### config.mk
export PLATFORM = sky130hd
export DESIGN_NAME = id_stage_flat
export DESIGN_NICKNAME = d
export VERILOG_FILES = /design/src/rtl/id_stage_if.sv /design/src/rtl/id_stage.sv /design/src/flat_wrapper.sv
export SDC_FILE = /design/constraint.sdc
export NUM_CORES = 2
export LEC_CHECK = 0
export BUFFER_PORTS_ARGS = -buffer_cell sky130_fd_sc_hd__buf_4
export CAP_MARGIN = 15
export CORE_MARGIN = 1
export CORE_UTILIZATION = 45
export DETAILED_ROUTE_END_ITERATION = 10
export MAX_ROUTING_LAYER = met4
export SLEW_MARGIN = 0
export SYNTH_ARGS = -nofsm -noshare
export SYNTH_HDL_FRONTEND = slang
export SYNTH_SLANG_ARGS = --single-unit
### constraint.sdc
create_clock -name clk -period 4.55 [get_ports clk]
set_clock_uncertainty 0.05 [all_clocks]
set_input_delay 0.455 -clock clk [delete_from_list [all_inputs] [get_ports clk]]
set_output_delay 0.455 -clock clk [all_outputs]
set_load 0.03 [all_outputs]
### src/rtl/id_stage_if.sv
// Fetch/write-back/EX-facing bundle of the instruction decode stage.
// The slave side is the decode stage; the master side drives fetch and write-back traffic.
interface id_stage_if;
    logic [31:0] inst;
    logic        wb_we;
    logic [4:0]  wb_rd;
    logic [31:0] wb_data;
    logic        flush;
    logic        PC_Write;
    logic        IR_Write;
    logic        ex_valid;
    logic        ex_illegal;
    logic [4:0]  ex_rs1;
    logic [4:0]  ex_rs2;
    logic [4:0]  ex_rd;
    logic [31:0] ex_rs1_data;
    logic [31:0] ex_rs2_data;
    logic [31:0] ex_imm;
    logic [3:0]  ex_alu_op;
    logic        ex_alu_src;
    logic        ex_mem_read;
    logic        ex_mem_write;
    logic        ex_reg_write;
    logic        ex_branch;

    modport master (
        output inst, wb_we, wb_rd, wb_data, flush,
        input  PC_Write, IR_Write, ex_valid, ex_illegal, ex_rs1, ex_rs2, ex_rd,
               ex_rs1_data, ex_rs2_data, ex_imm, ex_alu_op, ex_alu_src,
               ex_mem_read, ex_mem_write, ex_reg_write, ex_branch
    );

    modport slave (
        input  inst, wb_we, wb_rd, wb_data, flush,
        output PC_Write, IR_Write, ex_valid, ex_illegal, ex_rs1, ex_rs2, ex_rd,
               ex_rs1_data, ex_rs2_data, ex_imm, ex_alu_op, ex_alu_src,
               ex_mem_read, ex_mem_write, ex_reg_write, ex_branch
    );
endinterface

### src/rtl/id_stage.sv
// RV32I-subset decode stage: register file with write-through bypass, decoder,
// load-use stall detection and a registered ID/EX pipeline entry.
module id_stage (
    input  logic       clk,
    input  logic       rst_n,
    id_stage_if.slave  bus
);
    localparam logic [6:0] OP_R   = 7'b0110011;
    localparam logic [6:0] OP_I   = 7'b0010011;
    localparam logic [6:0] OP_LW  = 7'b0000011;
    localparam logic [6:0] OP_SW  = 7'b0100011;
    localparam logic [6:0] OP_BEQ = 7'b1100011;
    localparam logic [6:0] OP_LUI = 7'b0110111;

    localparam logic [3:0] ALU_ADD    = 4'd0;
    localparam logic [3:0] ALU_SUB    = 4'd1;
    localparam logic [3:0] ALU_SLL    = 4'd2;
    localparam logic [3:0] ALU_SLT    = 4'd3;
    localparam logic [3:0] ALU_SLTU   = 4'd4;
    localparam logic [3:0] ALU_XOR    = 4'd5;
    localparam logic [3:0] ALU_SRL    = 4'd6;
    localparam logic [3:0] ALU_SRA    = 4'd7;
    localparam logic [3:0] ALU_OR     = 4'd8;
    localparam logic [3:0] ALU_AND    = 4'd9;
    localparam logic [3:0] ALU_PASS_B = 4'd10;

    logic [31:0] regs_r [32];

    logic [6:0]  opcode_s;
    logic [2:0]  funct3_s;
    logic [6:0]  funct7_s;
    logic [4:0]  rs1_s, rs2_s, rd_s;
    logic [31:0] rs1_data_s, rs2_data_s;
    logic [31:0] imm_s;
    logic [3:0]  alu_op_s;
    logic        alu_src_s, mem_read_s, mem_write_s, reg_write_s, branch_s;
    logic        uses_rs1_s, uses_rs2_s, illegal_s;
    logic        hazard_s, stall_s, issue_s, nxt_illegal_s;

    logic        ex_valid_r, ex_illegal_r;
    logic [4:0]  ex_rs1_r, ex_rs2_r, ex_rd_r;
    logic [31:0] ex_rs1_data_r, ex_rs2_data_r, ex_imm_r;
    logic [3:0]  ex_alu_op_r;
    logic        ex_alu_src_r, ex_mem_read_r, ex_mem_write_r, ex_reg_write_r, ex_branch_r;

    assign opcode_s = bus.inst[6:0];
    assign rd_s     = bus.inst[11:7];
    assign funct3_s = bus.inst[14:12];
    assign rs1_s    = bus.inst[19:15];
    assign rs2_s    = bus.inst[24:20];
    assign funct7_s = bus.inst[31:25];

    // Register file write port; x0 is never written and reset clears every entry.
    always_ff @(posedge clk) begin
        if (!rst_n) begin
            for (int i = 0; i < 32; i++) begin
                regs_r[i] <= 32'd0;
            end
        end else if (bus.wb_we && (bus.wb_rd != 5'd0)) begin
            regs_r[bus.wb_rd] <= bus.wb_data;
        end
    end

    // Operand read with write-through bypass so a same-cycle write-back is seen.
    always_comb begin
        rs1_data_s = 32'd0;
        rs2_data_s = 32'd0;
        if (rs1_s == 5'd0) begin
            rs1_data_s = 32'd0;
        end else if (bus.wb_we && (bus.wb_rd == rs1_s)) begin
            rs1_data_s = bus.wb_data;
        end else begin
            rs1_data_s = regs_r[rs1_s];
        end
        if (rs2_s == 5'd0) begin
            rs2_data_s = 32'd0;
        end else if (bus.wb_we && (bus.wb_rd == rs2_s)) begin
            rs2_data_s = bus.wb_data;
        end else begin
            rs2_data_s = regs_r[rs2_s];
        end
    end

    // Instruction decoder: immediate, ALU operation, controls and legality.
    always_comb begin
        imm_s       = 32'd0;
        alu_op_s    = ALU_ADD;
        alu_src_s   = 1'b0;
        mem_read_s  = 1'b0;
        mem_write_s = 1'b0;
        reg_write_s = 1'b0;
        branch_s    = 1'b0;
        uses_rs1_s  = 1'b0;
        uses_rs2_s  = 1'b0;
        illegal_s   = 1'b0;
        case (opcode_s)
            OP_R: begin
                reg_write_s = 1'b1;
                uses_rs1_s  = 1'b1;
                uses_rs2_s  = 1'b1;
                if (funct7_s == 7'h00) begin
                    case (funct3_s)
                        3'd0:    alu_op_s = ALU_ADD;
                        3'd1:    alu_op_s = ALU_SLL;
                        3'd2:    alu_op_s = ALU_SLT;
                        3'd3:    alu_op_s = ALU_SLTU;
                        3'd4:    alu_op_s = ALU_XOR;
                        3'd5:    alu_op_s = ALU_SRL;
                        3'd6:    alu_op_s = ALU_OR;
                        3'd7:    alu_op_s = ALU_AND;
                        default: alu_op_s = ALU_ADD;
                    endcase
                end else if (funct7_s == 7'h20) begin
                    case (funct3_s)
                        3'd0:    alu_op_s  = ALU_SUB;
                        3'd5:    alu_op_s  = ALU_SRA;
                        default: illegal_s = 1'b1;
                    endcase
                end else begin
                    illegal_s = 1'b1;
                end
            end
            OP_I: begin
                reg_write_s = 1'b1;
                alu_src_s   = 1'b1;
                uses_rs1_s  = 1'b1;
                imm_s       = {{20{bus.inst[31]}}, bus.inst[31:20]};
                case (funct3_s)
                    3'd0:    alu_op_s = ALU_ADD;
                    3'd1:    alu_op_s = ALU_SLL;
                    3'd2:    alu_op_s = ALU_SLT;
                    3'd3:    alu_op_s = ALU_SLTU;
                    3'd4:    alu_op_s = ALU_XOR;
                    3'd5:    alu_op_s = bus.inst[30] ? ALU_SRA : ALU_SRL;
                    3'd6:    alu_op_s = ALU_OR;
                    3'd7:    alu_op_s = ALU_AND;
                    default: alu_op_s = ALU_ADD;
                endcase
            end
            OP_LW: begin
                mem_read_s  = 1'b1;
                reg_write_s = 1'b1;
                alu_src_s   = 1'b1;
                uses_rs1_s  = 1'b1;
                imm_s       = {{20{bus.inst[31]}}, bus.inst[31:20]};
                illegal_s   = (funct3_s != 3'd2);
            end
            OP_SW: begin
                mem_write_s = 1'b1;
                alu_src_s   = 1'b1;
                uses_rs1_s  = 1'b1;
                uses_rs2_s  = 1'b1;
                imm_s       = {{20{bus.inst[31]}}, bus.inst[31:25], bus.inst[11:7]};
                illegal_s   = (funct3_s != 3'd2);
            end
            OP_BEQ: begin
                branch_s   = 1'b1;
                alu_op_s   = ALU_SUB;
                uses_rs1_s = 1'b1;
                uses_rs2_s = 1'b1;
                imm_s      = {{19{bus.inst[31]}}, bus.inst[31], bus.inst[7],
                              bus.inst[30:25], bus.inst[11:8], 1'b0};
                illegal_s  = (funct3_s != 3'd0);
            end
            OP_LUI: begin
                reg_write_s = 1'b1;
                alu_src_s   = 1'b1;
                alu_op_s    = ALU_PASS_B;
                imm_s       = {bus.inst[31:12], 12'h000};
            end
            default: illegal_s = 1'b1;
        endcase
    end

    // Load-use detection against the load currently sitting in ID/EX.
    always_comb begin
        hazard_s = 1'b0;
        if (ex_valid_r && ex_mem_read_r && (ex_rd_r != 5'd0)) begin
            hazard_s = ((ex_rd_r == rs1_s) && uses_rs1_s) ||
                       ((ex_rd_r == rs2_s) && uses_rs2_s);
        end else begin
            hazard_s = 1'b0;
        end
    end

    // Flush overrides the stall; reset masks it so fetch is never frozen in reset.
    assign stall_s      = rst_n && hazard_s && !bus.flush;
    assign bus.PC_Write = !stall_s;
    assign bus.IR_Write = !stall_s;

    // Issue selection: priority flush > hazard > cleared word > illegal > real issue.
    always_comb begin
        issue_s       = 1'b0;
        nxt_illegal_s = 1'b0;
        if (bus.flush || hazard_s || (bus.inst == 32'd0)) begin
            issue_s       = 1'b0;
            nxt_illegal_s = 1'b0;
        end else if (illegal_s) begin
            issue_s       = 1'b0;
            nxt_illegal_s = 1'b1;
        end else begin
            issue_s       = 1'b1;
            nxt_illegal_s = 1'b0;
        end
    end

    // ID/EX pipeline register; bubbles drive every data field to zero.
    always_ff @(posedge clk) begin
        if (!rst_n || !issue_s) begin
            ex_valid_r     <= 1'b0;
            ex_illegal_r   <= rst_n ? nxt_illegal_s : 1'b0;
            ex_rs1_r       <= 5'd0;
            ex_rs2_r       <= 5'd0;
            ex_rd_r        <= 5'd0;
            ex_rs1_data_r  <= 32'd0;
            ex_rs2_data_r  <= 32'd0;
            ex_imm_r       <= 32'd0;
            ex_alu_op_r    <= 4'd0;
            ex_alu_src_r   <= 1'b0;
            ex_mem_read_r  <= 1'b0;
            ex_mem_write_r <= 1'b0;
            ex_reg_write_r <= 1'b0;
            ex_branch_r    <= 1'b0;
        end else begin
            ex_valid_r     <= 1'b1;
            ex_illegal_r   <= 1'b0;
            ex_rs1_r       <= rs1_s;
            ex_rs2_r       <= rs2_s;
            ex_rd_r        <= rd_s;
            ex_rs1_data_r  <= rs1_data_s;
            ex_rs2_data_r  <= rs2_data_s;
            ex_imm_r       <= imm_s;
            ex_alu_op_r    <= alu_op_s;
            ex_alu_src_r   <= alu_src_s;
            ex_mem_read_r  <= mem_read_s;
            ex_mem_write_r <= mem_write_s;
            ex_reg_write_r <= reg_write_s;
            ex_branch_r    <= branch_s;
        end
    end

    assign bus.ex_valid     = ex_valid_r;
    assign bus.ex_illegal   = ex_illegal_r;
    assign bus.ex_rs1       = ex_rs1_r;
    assign bus.ex_rs2       = ex_rs2_r;
    assign bus.ex_rd        = ex_rd_r;
    assign bus.ex_rs1_data  = ex_rs1_data_r;
    assign bus.ex_rs2_data  = ex_rs2_data_r;
    assign bus.ex_imm       = ex_imm_r;
    assign bus.ex_alu_op    = ex_alu_op_r;
    assign bus.ex_alu_src   = ex_alu_src_r;
    assign bus.ex_mem_read  = ex_mem_read_r;
    assign bus.ex_mem_write = ex_mem_write_r;
    assign bus.ex_reg_write = ex_reg_write_r;
    assign bus.ex_branch    = ex_branch_r;
endmodule

### src/flat_wrapper.sv
// flat-port wrapper written by rule: the top's interface ports become plain ports
module id_stage_flat 
  (clk, rst_n, bus_inst, bus_wb_we, bus_wb_rd, bus_wb_data, bus_flush, bus_PC_Write, bus_IR_Write, bus_ex_valid, bus_ex_illegal, bus_ex_rs1, bus_ex_rs2, bus_ex_rd, bus_ex_rs1_data, bus_ex_rs2_data, bus_ex_imm, bus_ex_alu_op, bus_ex_alu_src, bus_ex_mem_read, bus_ex_mem_write, bus_ex_reg_write, bus_ex_branch);
  id_stage_if bus_i ();
  input  logic clk;
  input  logic rst_n;
  input wire logic [$bits(bus_i.inst)-1:0] bus_inst;
  input wire logic [$bits(bus_i.wb_we)-1:0] bus_wb_we;
  input wire logic [$bits(bus_i.wb_rd)-1:0] bus_wb_rd;
  input wire logic [$bits(bus_i.wb_data)-1:0] bus_wb_data;
  input wire logic [$bits(bus_i.flush)-1:0] bus_flush;
  output wire logic [$bits(bus_i.PC_Write)-1:0] bus_PC_Write;
  output wire logic [$bits(bus_i.IR_Write)-1:0] bus_IR_Write;
  output wire logic [$bits(bus_i.ex_valid)-1:0] bus_ex_valid;
  output wire logic [$bits(bus_i.ex_illegal)-1:0] bus_ex_illegal;
  output wire logic [$bits(bus_i.ex_rs1)-1:0] bus_ex_rs1;
  output wire logic [$bits(bus_i.ex_rs2)-1:0] bus_ex_rs2;
  output wire logic [$bits(bus_i.ex_rd)-1:0] bus_ex_rd;
  output wire logic [$bits(bus_i.ex_rs1_data)-1:0] bus_ex_rs1_data;
  output wire logic [$bits(bus_i.ex_rs2_data)-1:0] bus_ex_rs2_data;
  output wire logic [$bits(bus_i.ex_imm)-1:0] bus_ex_imm;
  output wire logic [$bits(bus_i.ex_alu_op)-1:0] bus_ex_alu_op;
  output wire logic [$bits(bus_i.ex_alu_src)-1:0] bus_ex_alu_src;
  output wire logic [$bits(bus_i.ex_mem_read)-1:0] bus_ex_mem_read;
  output wire logic [$bits(bus_i.ex_mem_write)-1:0] bus_ex_mem_write;
  output wire logic [$bits(bus_i.ex_reg_write)-1:0] bus_ex_reg_write;
  output wire logic [$bits(bus_i.ex_branch)-1:0] bus_ex_branch;
  assign bus_i.inst = bus_inst;
  assign bus_i.wb_we = bus_wb_we;
  assign bus_i.wb_rd = bus_wb_rd;
  assign bus_i.wb_data = bus_wb_data;
  assign bus_i.flush = bus_flush;
  assign bus_PC_Write = bus_i.PC_Write;
  assign bus_IR_Write = bus_i.IR_Write;
  assign bus_ex_valid = bus_i.ex_valid;
  assign bus_ex_illegal = bus_i.ex_illegal;
  assign bus_ex_rs1 = bus_i.ex_rs1;
  assign bus_ex_rs2 = bus_i.ex_rs2;
  assign bus_ex_rd = bus_i.ex_rd;
  assign bus_ex_rs1_data = bus_i.ex_rs1_data;
  assign bus_ex_rs2_data = bus_i.ex_rs2_data;
  assign bus_ex_imm = bus_i.ex_imm;
  assign bus_ex_alu_op = bus_i.ex_alu_op;
  assign bus_ex_alu_src = bus_i.ex_alu_src;
  assign bus_ex_mem_read = bus_i.ex_mem_read;
  assign bus_ex_mem_write = bus_i.ex_mem_write;
  assign bus_ex_reg_write = bus_i.ex_reg_write;
  assign bus_ex_branch = bus_i.ex_branch;
  id_stage u_core (.clk(clk), .rst_n(rst_n), .bus(bus_i));
endmodule
==> metrics <==
pre-CTS setup slack 1.171 ns; WL per Instance 32.66 um; number of port buffers 196; core footprint 0.1295 sq mm; Sequential cell area about 0.033 sq mm; GRT Residual Overflow 0; critical-path cell list dlygate4sd3_1, buf_4, nor4_1, nand2_1, a311oi_2, o32ai_1, or4_4, buf_12, nor3_1; Leakage 24.29 nW; post-DP HPWL 123.8 mm; Avg Inst Size Synth 13.65 sq um; flops & latches, synth 1146; CP Max Fanout 72; CTS buffer count approximately 130; Critical-path top delay cell or4_4; clock latency on the worst-skew pair 0.78 ns; ys async rst share 0%; EDFF count, synth between 1000 and 1500; vias in the first global route 39115; Worst Setup Path Type primary input to register; CP max stage delay 0.76 ns; WL final 203.9 mm; library cells used by synthesis 54; Netlist Area Pre-Place 0.05877 sq mm; CP Capture Type register; Boundary Pins ~200; PwrDens 377.7 mW/mm^2; sequential area share after synthesis 56.48%; FF-to-FF End u_core.bus.ex_rs1_data[0]; Layout Nets 4477; largest net degree at the start of global routing 73; min Tclk post-route 3.136 ns; DIE AREA about 0.13 sq mm; Hold Violations, Final 0; Worst EP required a little over 5 ns; final setup vio count 0; Syn Inst Count 4306; via count of the routed design 39769; headroom to the max-slew limit 21.75%; GP Congestion between 0.8 and 0.9; initial antenna violation count 17; CTS Buffer Depth 3; Buffers & Inverters on Critical Path 3; first-pass GRT wire length about 290 mm; Worst-Margin Slew 1.174 ns; RSZ-0062 raised after global routing false; max-cap viol count 0; number of fill cells 10928; Die Width 363.4 um; Hold Path Class primary input to register; row count 132; Highest Clock Rate 0.3189 GHz; post-route setup slack 1.414 ns; Sum Neg Setup Slack 0 ns; clk slew on worst S/H paths roughly 0.07 ns; Hold Path Origin bus_inst[22]; DRC Markers 0; layout cell share with drive strength beyond 1 21.26%; Routed Antenna Nets 0; Worst Setup Start Kind primary input; Warnings, synthesis 0; crit path DAT about 3.8 ns; drt first pass iters 6; ys flop type edfxtp_1; clock sinks 1146; Max H-tree Level 4; vias per cell around 6.4; worst vdd ir 0.4056 mV; initial core utilization about 45%; Final Max Tran Viols 0; critical path's top delay family simple AND/OR/NAND/NOR gates; hold-critical path endpoint u_core.bus.ex_imm[22]; worst reg2reg path depth 7; CTS tree built; Area Overhead vs Synth 14.56%; status complete, no violations; CTS resizes 0; multi-input logic area 0.02429 sq mm; Worst Hold Depth 3; Worst R2R Start u_core.bus.ex_rd[1]; aggregate global-route resource usage between 30% and 40%; DR iter-0 viols 5512; Chip Height approximately 360 um; Worst R2R Setup Slack 1.98 ns; Final period util 68.91%; Root Buffer clkbuf_16
area by class of cell:
class / count / area share [%]
Antenna cell: 5 / 0.01858
Clock buffer: 189 / 5.564
Clock inverter: 41 / 0.5891
Inverter: 12 / 0.07434
Multi-Input combinational cell: 2715 / 36.08
Sequential cell: 1146 / 49.30
Tap cell: 1742 / 3.237
Timing Repair Buffer: 394 / 5.140
metal layers:
metal	wire length [um]	up-vias	global-route usage, %
li1	-	16534	-
met1	80720	20455	41.49
met2	95850	2354	48.94
met3	18830	426	5.554
met4	8500	0	12.59
met5	0	-	-
through the flow:
step	power [mW]	cells	hold slack, ns	area (sq um)	util, %
after global routing	26.06	6241	0.02901	67320	51.99
after CTS	25.48	6239	0.002605	67310	51.99
after floorplan	14.03	4337	0.5267	58890	-
final	25.43	6244	0.05330	67330	52.00
after detailed placement	15.15	5989	0.6465	62970	48.63
after global placement	15.11	5989	0.6480	62970	48.63
cells in the mapped netlist, drive strengths merged (3+ instances only):
library cell / n / share of area, %
a31oi: 4 / 0.043
a22oi: 70 / 0.89
nand3b: 7 / 0.089
mux4: 320 / 12
nor3: 69 / 0.63
and2: 1002 / 11
xor2: 12 / 0.18
a21oi: 157 / 1.3
o21ai: 164 / 1.4
nor4: 8 / 0.14
nand2b: 5 / 0.053
dfxtp: 122 / 4.2
inv: 12 / 0.077
or3: 3 / 0.032
ha: 4 / 0.085
mux2i: 448 / 7.6
nand2: 35 / 0.22
nor2: 65 / 0.42
nand3: 7 / 0.060
a221oi: 64 / 0.95
a2bb2oi: 4 / 0.060
nor2b: 6 / 0.064
xnor2: 8 / 0.12
o221ai: 64 / 0.95
clkbuf: 353 / 2.3
o22ai: 62 / 0.66
and3: 10 / 0.11
edfxtp: 1024 / 52
buf: 111 / 0.94
or4: 3 / 0.045
a211oi: 62 / 0.79
nor4b: 4 / 0.081
or3b: 3 / 0.045
worst max-delay path by stage:
stage                  from                        end  cells past startpoint
2_1_floorplan  bus_wb_rd[3]       u_core.regs_r[12][0]                      6
3_3_place_gp          rst_n  u_core.bus.ex_rs1_data[7]                      8
3_5_place_dp          rst_n  u_core.bus.ex_rs1_data[0]                      8
4_1_cts        bus_inst[28]       u_core.bus.ex_imm[7]                      9
5_1_grt        bus_inst[28]       u_core.bus.ex_branch                      9
6_report       bus_inst[28]  u_core.bus.ex_rs1_data[0]                      9
where the power goes:
group | leakage (nW) | internal [mW] | switching (mW)
clock | 2.02 | 6.14 | 4.30
sequential | 10.7 | 12.0 | 0.259
combinational | 11.5 | 1.07 | 1.69
placed cells by master, fill, tap and decap left out, types with 35 or more instances in the layout:
| cell type | synthesis | routed |
|---|---|---|
| edfxtp_1 | 1024 | 1024 |
| o21ai_0 | 164 | 133 |
| nand2_1 | 35 | 35 |
| a21oi_1 | 157 | 157 |
| buf_4 | 1 | 336 |
| mux2i_1 | 448 | 448 |
| mux4_2 | 320 | 320 |
| clkbuf_1 | 353 | 40 |
| o221ai_1 | 64 | 64 |
| and2_1 | 1002 | 1002 |
| o22ai_1 | 62 | 62 |
| dfxtp_1 | 122 | 122 |
| a22oi_1 | 70 | 70 |
| a211oi_1 | 62 | 62 |
| a221oi_1 | 64 | 64 |
| clkbuf_16 | 0 | 138 |
| nor3_1 | 64 | 64 |
timing repair:
action / CTS / global route
endpoints found under the hold margin: 32 / 0
hold buffers: 20 / 0
endpoints found under the setup margin: 0 / 0
buffers inserted: 0 / 0
worst reg2reg max path: stages (launching register included):
cell and delay [ns]:
dfxtp_1 0.43, xor2_1 0.09, a2111oi_0 0.39, nand3_1 0.12, a21oi_1 0.26, or4_4 0.42, buf_12 0.34, nor3_1 0.34
state kept, by name, summed over array words and instances, names as in the netlist:
name                     count
u_core.bus.ex_alu_op         4
u_core.bus.ex_alu_src        1
u_core.bus.ex_branch         1
u_core.bus.ex_illegal        1
u_core.bus.ex_imm           32
u_core.bus.ex_mem_read       1
u_core.bus.ex_mem_write      1
u_core.bus.ex_rd             5
u_core.bus.ex_reg_write      1
u_core.bus.ex_rs1            5
u_core.bus.ex_rs1_data      32
u_core.bus.ex_rs2            5
u_core.bus.ex_rs2_data      32
u_core.bus.ex_valid          1
u_core.regs_r             1024
cells by family (layout without fill, tap and decap cells):
family          Yosys count  after routing  share of synthesized area [%]
mux                     768            768                          19.89
fa+ha+maj                 4              4                        0.08516
other cells               1             37                       0.006381
simple gates           1231           1231                          12.74
compound gates          660            660                          7.232
flops                  1146           1146                          56.48
xor+xnor                 20             20                         0.2981
buf+inv                 476            636                          3.270
Power figures use the tool's default switching activity.
